==> config.mk <==
export PLATFORM = sky130hd
export DESIGN_NAME = ff_calc_core
export DESIGN_NICKNAME = d
export VERILOG_FILES = /design/src/rtl/ff_calc_core.sv
export SDC_FILE = /design/constraint.sdc
export NUM_CORES = 2
export LEC_CHECK = 0
export CORE_UTILIZATION = 28
export CTS_CLUSTER_SIZE = 30
export DETAILED_ROUTE_END_ITERATION = 7
export GPL_ROUTABILITY_DRIVEN = 0
export MAX_ROUTING_LAYER = met4
export PLACE_DENSITY_LB_ADDON = 0.25
export SLEW_MARGIN = 0
export SYNTH_ARGS = -nofsm -noshare
export SYNTH_HDL_FRONTEND = slang
export SYNTH_SLANG_ARGS = --single-unit
export TNS_END_PERCENT = 20
==> constraint.sdc <==
create_clock -name clock -period 91.5 [get_ports clock]
set_input_delay 18.3 -clock clock [delete_from_list [all_inputs] [get_ports clock]]
set_output_delay 18.3 -clock clock [all_outputs]
set_load 0.02 [all_outputs]
==> src/rtl/ff_calc_core.sv <==
// Stack-calculator evaluation engine: two-stack shunting-yard over operand/operator tokens.
// One reduce decision per cycle; registered ready/equals pulses and a sticky error flag.
module ff_calc_core #(
  parameter int unsigned DEPTH = 8,
  parameter int unsigned PTR_W = 4
) (
  input  logic        clock,
  input  logic        reset,
  input  logic        write_en,
  input  logic [31:0] data_in,
  output logic        calc_ready,
  output logic        is_equal,
  output logic [31:0] calc_answer,
  output logic        error,
  output logic        busy
);

  localparam int unsigned DATA_W = 32;
  localparam int unsigned IDX_W  = (DEPTH > 1) ? $clog2(DEPTH) : 1;
  localparam logic [PTR_W-1:0] FULL = PTR_W'(DEPTH);
  localparam logic [3:0] C_ADD = 4'd10;
  localparam logic [3:0] C_SUB = 4'd11;
  localparam logic [3:0] C_MUL = 4'd12;
  localparam logic [3:0] C_DIV = 4'd13;
  localparam logic [3:0] C_EQ  = 4'd14;

  typedef enum logic [1:0] {S_IDLE, S_REDUCE, S_DONE} state_t;

  state_t            state_q, state_d;
  logic [DATA_W-1:0] opnd_q [DEPTH];
  logic [DATA_W-1:0] opnd_d [DEPTH];
  logic [3:0]        op_q   [DEPTH];
  logic [3:0]        op_d   [DEPTH];
  logic [PTR_W-1:0]  nsp_q, nsp_d, osp_q, osp_d;
  logic [3:0]        tok_q, tok_d;
  logic              calc_ready_q, calc_ready_d;
  logic              is_equal_q, is_equal_d;
  logic              error_q, error_d;
  logic              busy_q, busy_d;
  logic [DATA_W-1:0] answer_q, answer_d;

  logic [IDX_W-1:0]  ntop_idx, nsec_idx, otop_idx;
  logic [3:0]        op_top;
  logic [DATA_W-1:0] opnd_a, opnd_b, alu_res;
  logic              div_zero, code_ok, reduce_now;

  function automatic logic [1:0] prec(input logic [3:0] c);
    return (c == C_MUL || c == C_DIV) ? 2'd2 : 2'd1;
  endfunction

  assign ntop_idx   = IDX_W'(nsp_q - PTR_W'(1));
  assign nsec_idx   = IDX_W'(nsp_q - PTR_W'(2));
  assign otop_idx   = IDX_W'(osp_q - PTR_W'(1));
  assign op_top     = op_q[otop_idx];
  assign opnd_b     = opnd_q[ntop_idx];
  assign opnd_a     = opnd_q[nsec_idx];
  assign code_ok    = (data_in[3:0] >= C_ADD) && (data_in[3:0] <= C_EQ);
  assign reduce_now = (state_q == S_REDUCE) && (osp_q != '0) &&
                      ((tok_q == C_EQ) || (prec(op_top) >= prec(tok_q)));

  // Divide by -1 is a negate so INT_MIN / -1 wraps back to INT_MIN.
  always_comb begin
    alu_res  = '0;
    div_zero = 1'b0;
    case (op_top)
      C_ADD: alu_res = opnd_a + opnd_b;
      C_SUB: alu_res = opnd_a - opnd_b;
      C_MUL: alu_res = opnd_a * opnd_b;
      C_DIV: begin
        if (opnd_b == '0) begin
          div_zero = 1'b1;
        end else if (opnd_b == '1) begin
          alu_res = DATA_W'(0) - opnd_a;
        end else begin
          alu_res = DATA_W'($signed(opnd_a) / $signed(opnd_b));
        end
      end
      default: alu_res = '0;
    endcase
  end

  always_ff @(posedge clock) begin
    if (reset) state_q <= S_IDLE;
    else       state_q <= state_d;
  end

  always_comb begin
    state_d = state_q;
    case (state_q)
      S_IDLE:   if (write_en && data_in[31] && code_ok) state_d = S_REDUCE;
      S_REDUCE: if (!reduce_now) state_d = (tok_q == C_EQ) ? S_DONE : S_IDLE;
      S_DONE:   state_d = S_DONE;
      default:  state_d = S_IDLE;
    endcase
  end

  // Stack updates and registered outputs; errors never suppress the ready pulse.
  always_comb begin
    opnd_d       = opnd_q;
    op_d         = op_q;
    nsp_d        = nsp_q;
    osp_d        = osp_q;
    tok_d        = tok_q;
    calc_ready_d = 1'b0;
    is_equal_d   = 1'b0;
    answer_d     = answer_q;
    error_d      = error_q;
    busy_d       = (state_d != S_IDLE);
    case (state_q)
      S_IDLE: begin
        if (write_en) begin
          if (!data_in[31]) begin
            calc_ready_d = 1'b1;
            if (nsp_q == FULL) begin
              error_d = 1'b1;
            end else begin
              opnd_d[IDX_W'(nsp_q)] = data_in;
              nsp_d = nsp_q + PTR_W'(1);
            end
          end else if (code_ok) begin
            tok_d = data_in[3:0];
          end else begin
            calc_ready_d = 1'b1;
            error_d      = 1'b1;
          end
        end
      end
      S_REDUCE: begin
        if (reduce_now) begin
          osp_d = osp_q - PTR_W'(1);
          if (nsp_q < PTR_W'(2)) begin
            opnd_d[0] = '0;
            nsp_d     = PTR_W'(1);
            error_d   = 1'b1;
          end else begin
            opnd_d[nsec_idx] = alu_res;
            nsp_d            = nsp_q - PTR_W'(1);
            if (div_zero) error_d = 1'b1;
          end
        end else if (tok_q != C_EQ) begin
          calc_ready_d = 1'b1;
          if (osp_q == FULL) begin
            error_d = 1'b1;
          end else begin
            op_d[IDX_W'(osp_q)] = tok_q;
            osp_d = osp_q + PTR_W'(1);
          end
        end else begin
          calc_ready_d = 1'b1;
          is_equal_d   = 1'b1;
          answer_d     = (nsp_q != '0) ? opnd_b : '0;
        end
      end
      default: ;
    endcase
  end

  always_ff @(posedge clock) begin
    if (reset) begin
      nsp_q        <= '0;
      osp_q        <= '0;
      tok_q        <= '0;
      calc_ready_q <= 1'b0;
      is_equal_q   <= 1'b0;
      answer_q     <= '0;
      error_q      <= 1'b0;
      busy_q       <= 1'b0;
    end else begin
      nsp_q        <= nsp_d;
      osp_q        <= osp_d;
      tok_q        <= tok_d;
      calc_ready_q <= calc_ready_d;
      is_equal_q   <= is_equal_d;
      answer_q     <= answer_d;
      error_q      <= error_d;
      busy_q       <= busy_d;
    end
  end

  // Stack storage is qualified by the pointers, so it needs no reset.
  always_ff @(posedge clock) begin
    opnd_q <= opnd_d;
    op_q   <= op_d;
  end

  assign calc_ready  = calc_ready_q;
  assign is_equal    = is_equal_q;
  assign calc_answer = answer_q;
  assign error       = error_q;
  assign busy        = busy_q;

endmodule
==> out/metrics.cfg <==
[status]
status = completed

[clock_tree]
cts_buffer_depth = 3
cts_tree = done
numCtsBuffers = 41
clk_pin_slew_worst_paths_ns = 0.06
cts.htree.levels = 2
root_buffer = clkbuf_16
cts_hold_buf = 0
numClockSinks = 338
clock_latency_ns = 0.60

[die]
coreArea_um2 = 236000
initial_core_util_pct = 28.2
dieArea_um2 = 240000
fp.dieH_um = 489
num_rows = 178
die_w_um = 489
io_pins = 71

[hold_path]
hold_path.class = flop to flop
min_from = calc_answer[29]$_SDFFE_PP0P_
holdPathStages = 2

[timing]
skew_ns = 0.0222
fin_crit_sh_pct = 94.4
setup_viol = 0
period_needed_ns = 86.37
slew_headroom_pct = 11.7
worst_slack_ns = 5.13
finalHoldViolations = 0
max_freq_ghz = 0.0116
drv_slew = 0
worst_pin_slew_ns = 1.32
hold_ws_ns = 0.454

[setup_path]
worstPathArrival_ns = 86.74
reg2reg_depth = 407
critPathMaxFanout = 20
cp_slowest_cell = or4b_2
critPathCaptureType = flop
startpoint = nsp_q[1]$_SDFFE_PP0P_
r2r_start = nsp_q[1]$_SDFFE_PP0P_
critPathMaxStageDelay_ns = 0.67
crit_required_ns = 91.87
cpMostUsedCell = o21a_1
path_class = flop to flop
worstSetupStartpointType = flop

[synthesis]
seq_area_frac_synth_pct = 14.5
syn_avg_cell_area_um2 = 8.20
synthArstFlopShare_pct = 0
synth-edff-count = 288
syn_inst = 8115
synth_warnings = 0
syn_area_um2 = 66500
ys_ff_latch = 338
synth_nets = 9258
synth.distinct_cells = 129
synth_ff_type = edfxtp_1

[cells_and_area]
finalNetCount = 9426
syn2layout_area_growth_pct = 13.7
final_common_cell = nand2_1
instances_no_fill = 11476
design_area_um2 = 75600
mostFrequentLayoutCells = 1043 x nand2_1, 696 x ha_1, 663 x nor2_1, 649 x inv_1, 417 x a21oi_1
drive_gt1_share_pct = 12.8

[global_route]
gr-total-overflow = 0
grt_pass1_wl_um = 429000
grt_usage_pct = 24.7
grt_pass1_vias = 63806
grt_max_degree = 60
antenna_found_initial = 8

[routing]
wl_um = 296000
drt_iter0_markers = 6617
drc = 0
ant_nets = 0
post_drt_via_cell_ratio = 5.72
wl_per_cell_um = 25.8
num_vias = 65592
first_pass_iters = 8

[run]
cap_violations = 0

[placed_design]
place_ws_ns = -2.46
port_buffers = 70
dp_hpwl_um = 220000
placed_area_um2 = 72900
post-place-cells = 11338

## logic make-up after synthesis
group	after synthesis	share of synthesized area (%)
xor gates and xnor gates	517	6.86
DFF	338	14.5
and+or+nand+nor	2822	19.7
muxes	318	7.64
adders and majority gates	1108	25.5
AOI/OAI and AO/OA	1966	19.6
buffers and inverters	1046	6.26
## layout make-up
cell class              instances  area [um2]
clock buffers                  48        1050
diodes                         10        25.0
fillers                     25020      160000
repair inverters                1        8.76
flip-flops and latches        338        9660
well taps                    3150        3940
inverters                     665        2520
clock inverters                28         305
repair buffers                504        4240
multi-input cells            6732       53900
## cell usage after synthesis, drive strengths merged (50+ instances only)
library cell / instances / area [um2]
nor2b: 118 / 738
buf: 121 / 694
o31ai: 52 / 414
o21ai: 380 / 1900
o22ai: 168 / 1050
ha: 699 / 8750
and2: 78 / 488
o21a: 215 / 1610
nand3: 114 / 576
nand2b: 77 / 482
nor2: 680 / 2560
or3: 82 / 513
xnor2: 335 / 2940
dfxtp: 50 / 1000
mux4: 138 / 3110
fa: 409 / 8190
a31oi: 79 / 500
nand2: 1054 / 3960
mux2i: 70 / 737
edfxtp: 288 / 8650
or2: 57 / 357
mux2: 110 / 1240
a21o: 161 / 1210
nand4: 63 / 428
inv: 657 / 2470
a21oi: 444 / 2240
a211oi: 65 / 546
xor2: 182 / 1620
nor3: 324 / 1680
clkbuf: 260 / 976
## worst paths after layout
check,to,slack [ns]
worst max-delay path,opnd_q[50]$_DFFE_PP_,5.13
worst max register to register,opnd_q[50]$_DFFE_PP_,5.13
worst min register to register,calc_answer[29]$_SDFFE_PP0P_,0.45
worst min-delay path,calc_answer[29]$_SDFFE_PP0P_,0.45
## registers in the layout, indices dropped and copies added, names as in the netlist
name	cells
opnd_q	256
calc_answer	32
op_q	32
nsp_q	4
osp_q	4
tok_q	4
state_q	2
busy	1
calc_ready	1
error	1
is_equal	1
## metrics by stage
step	util (%)	setup TNS [ns]
after detailed placement	30.9	-283.90
after CTS	31.6	0
after global routing	32.1	-27.23
final	32.1	0
after floorplan	-	0
after global placement	30.9	-53.57
## what timing repair did
item | in CTS | in global routing
buffers inserted | 7 | 40
gates resized for setup | 25 | 163
setup endpoints to repair | 256 | 256
gates cloned | 1 | 4
pin swaps | 2 | 22
## per-layer routing
| metal | vias up | track usage (%) | wire [um] |
|---|---|---|---|
| li1 | 29344 | - | - |
| met1 | 32209 | 31.2 | 122000 |
| met2 | 3320 | 38.7 | 133000 |
| met3 | 719 | 3.90 | 25800 |
| met4 | 0 | 10.9 | 15900 |
| met5 | - | - | 0 |
## worst max-delay path, delay by kind of cell (launching register included)
| kind | cells | cell delay, ns |
|---|---|---|
| compound gates | 236 | 46.88 |
| simple gates | 91 | 18.75 |
| fa+ha+maj | 34 | 10.10 |
| buf+inv | 30 | 4.87 |
| mux | 15 | 4.87 |
| flops | 1 | 0.37 |
| xor+xnor | 1 | 0.15 |
Power is left out: the tool's default activity adds up to more than one toggle a clock period on the data nets, which glitch-free logic cannot reach.
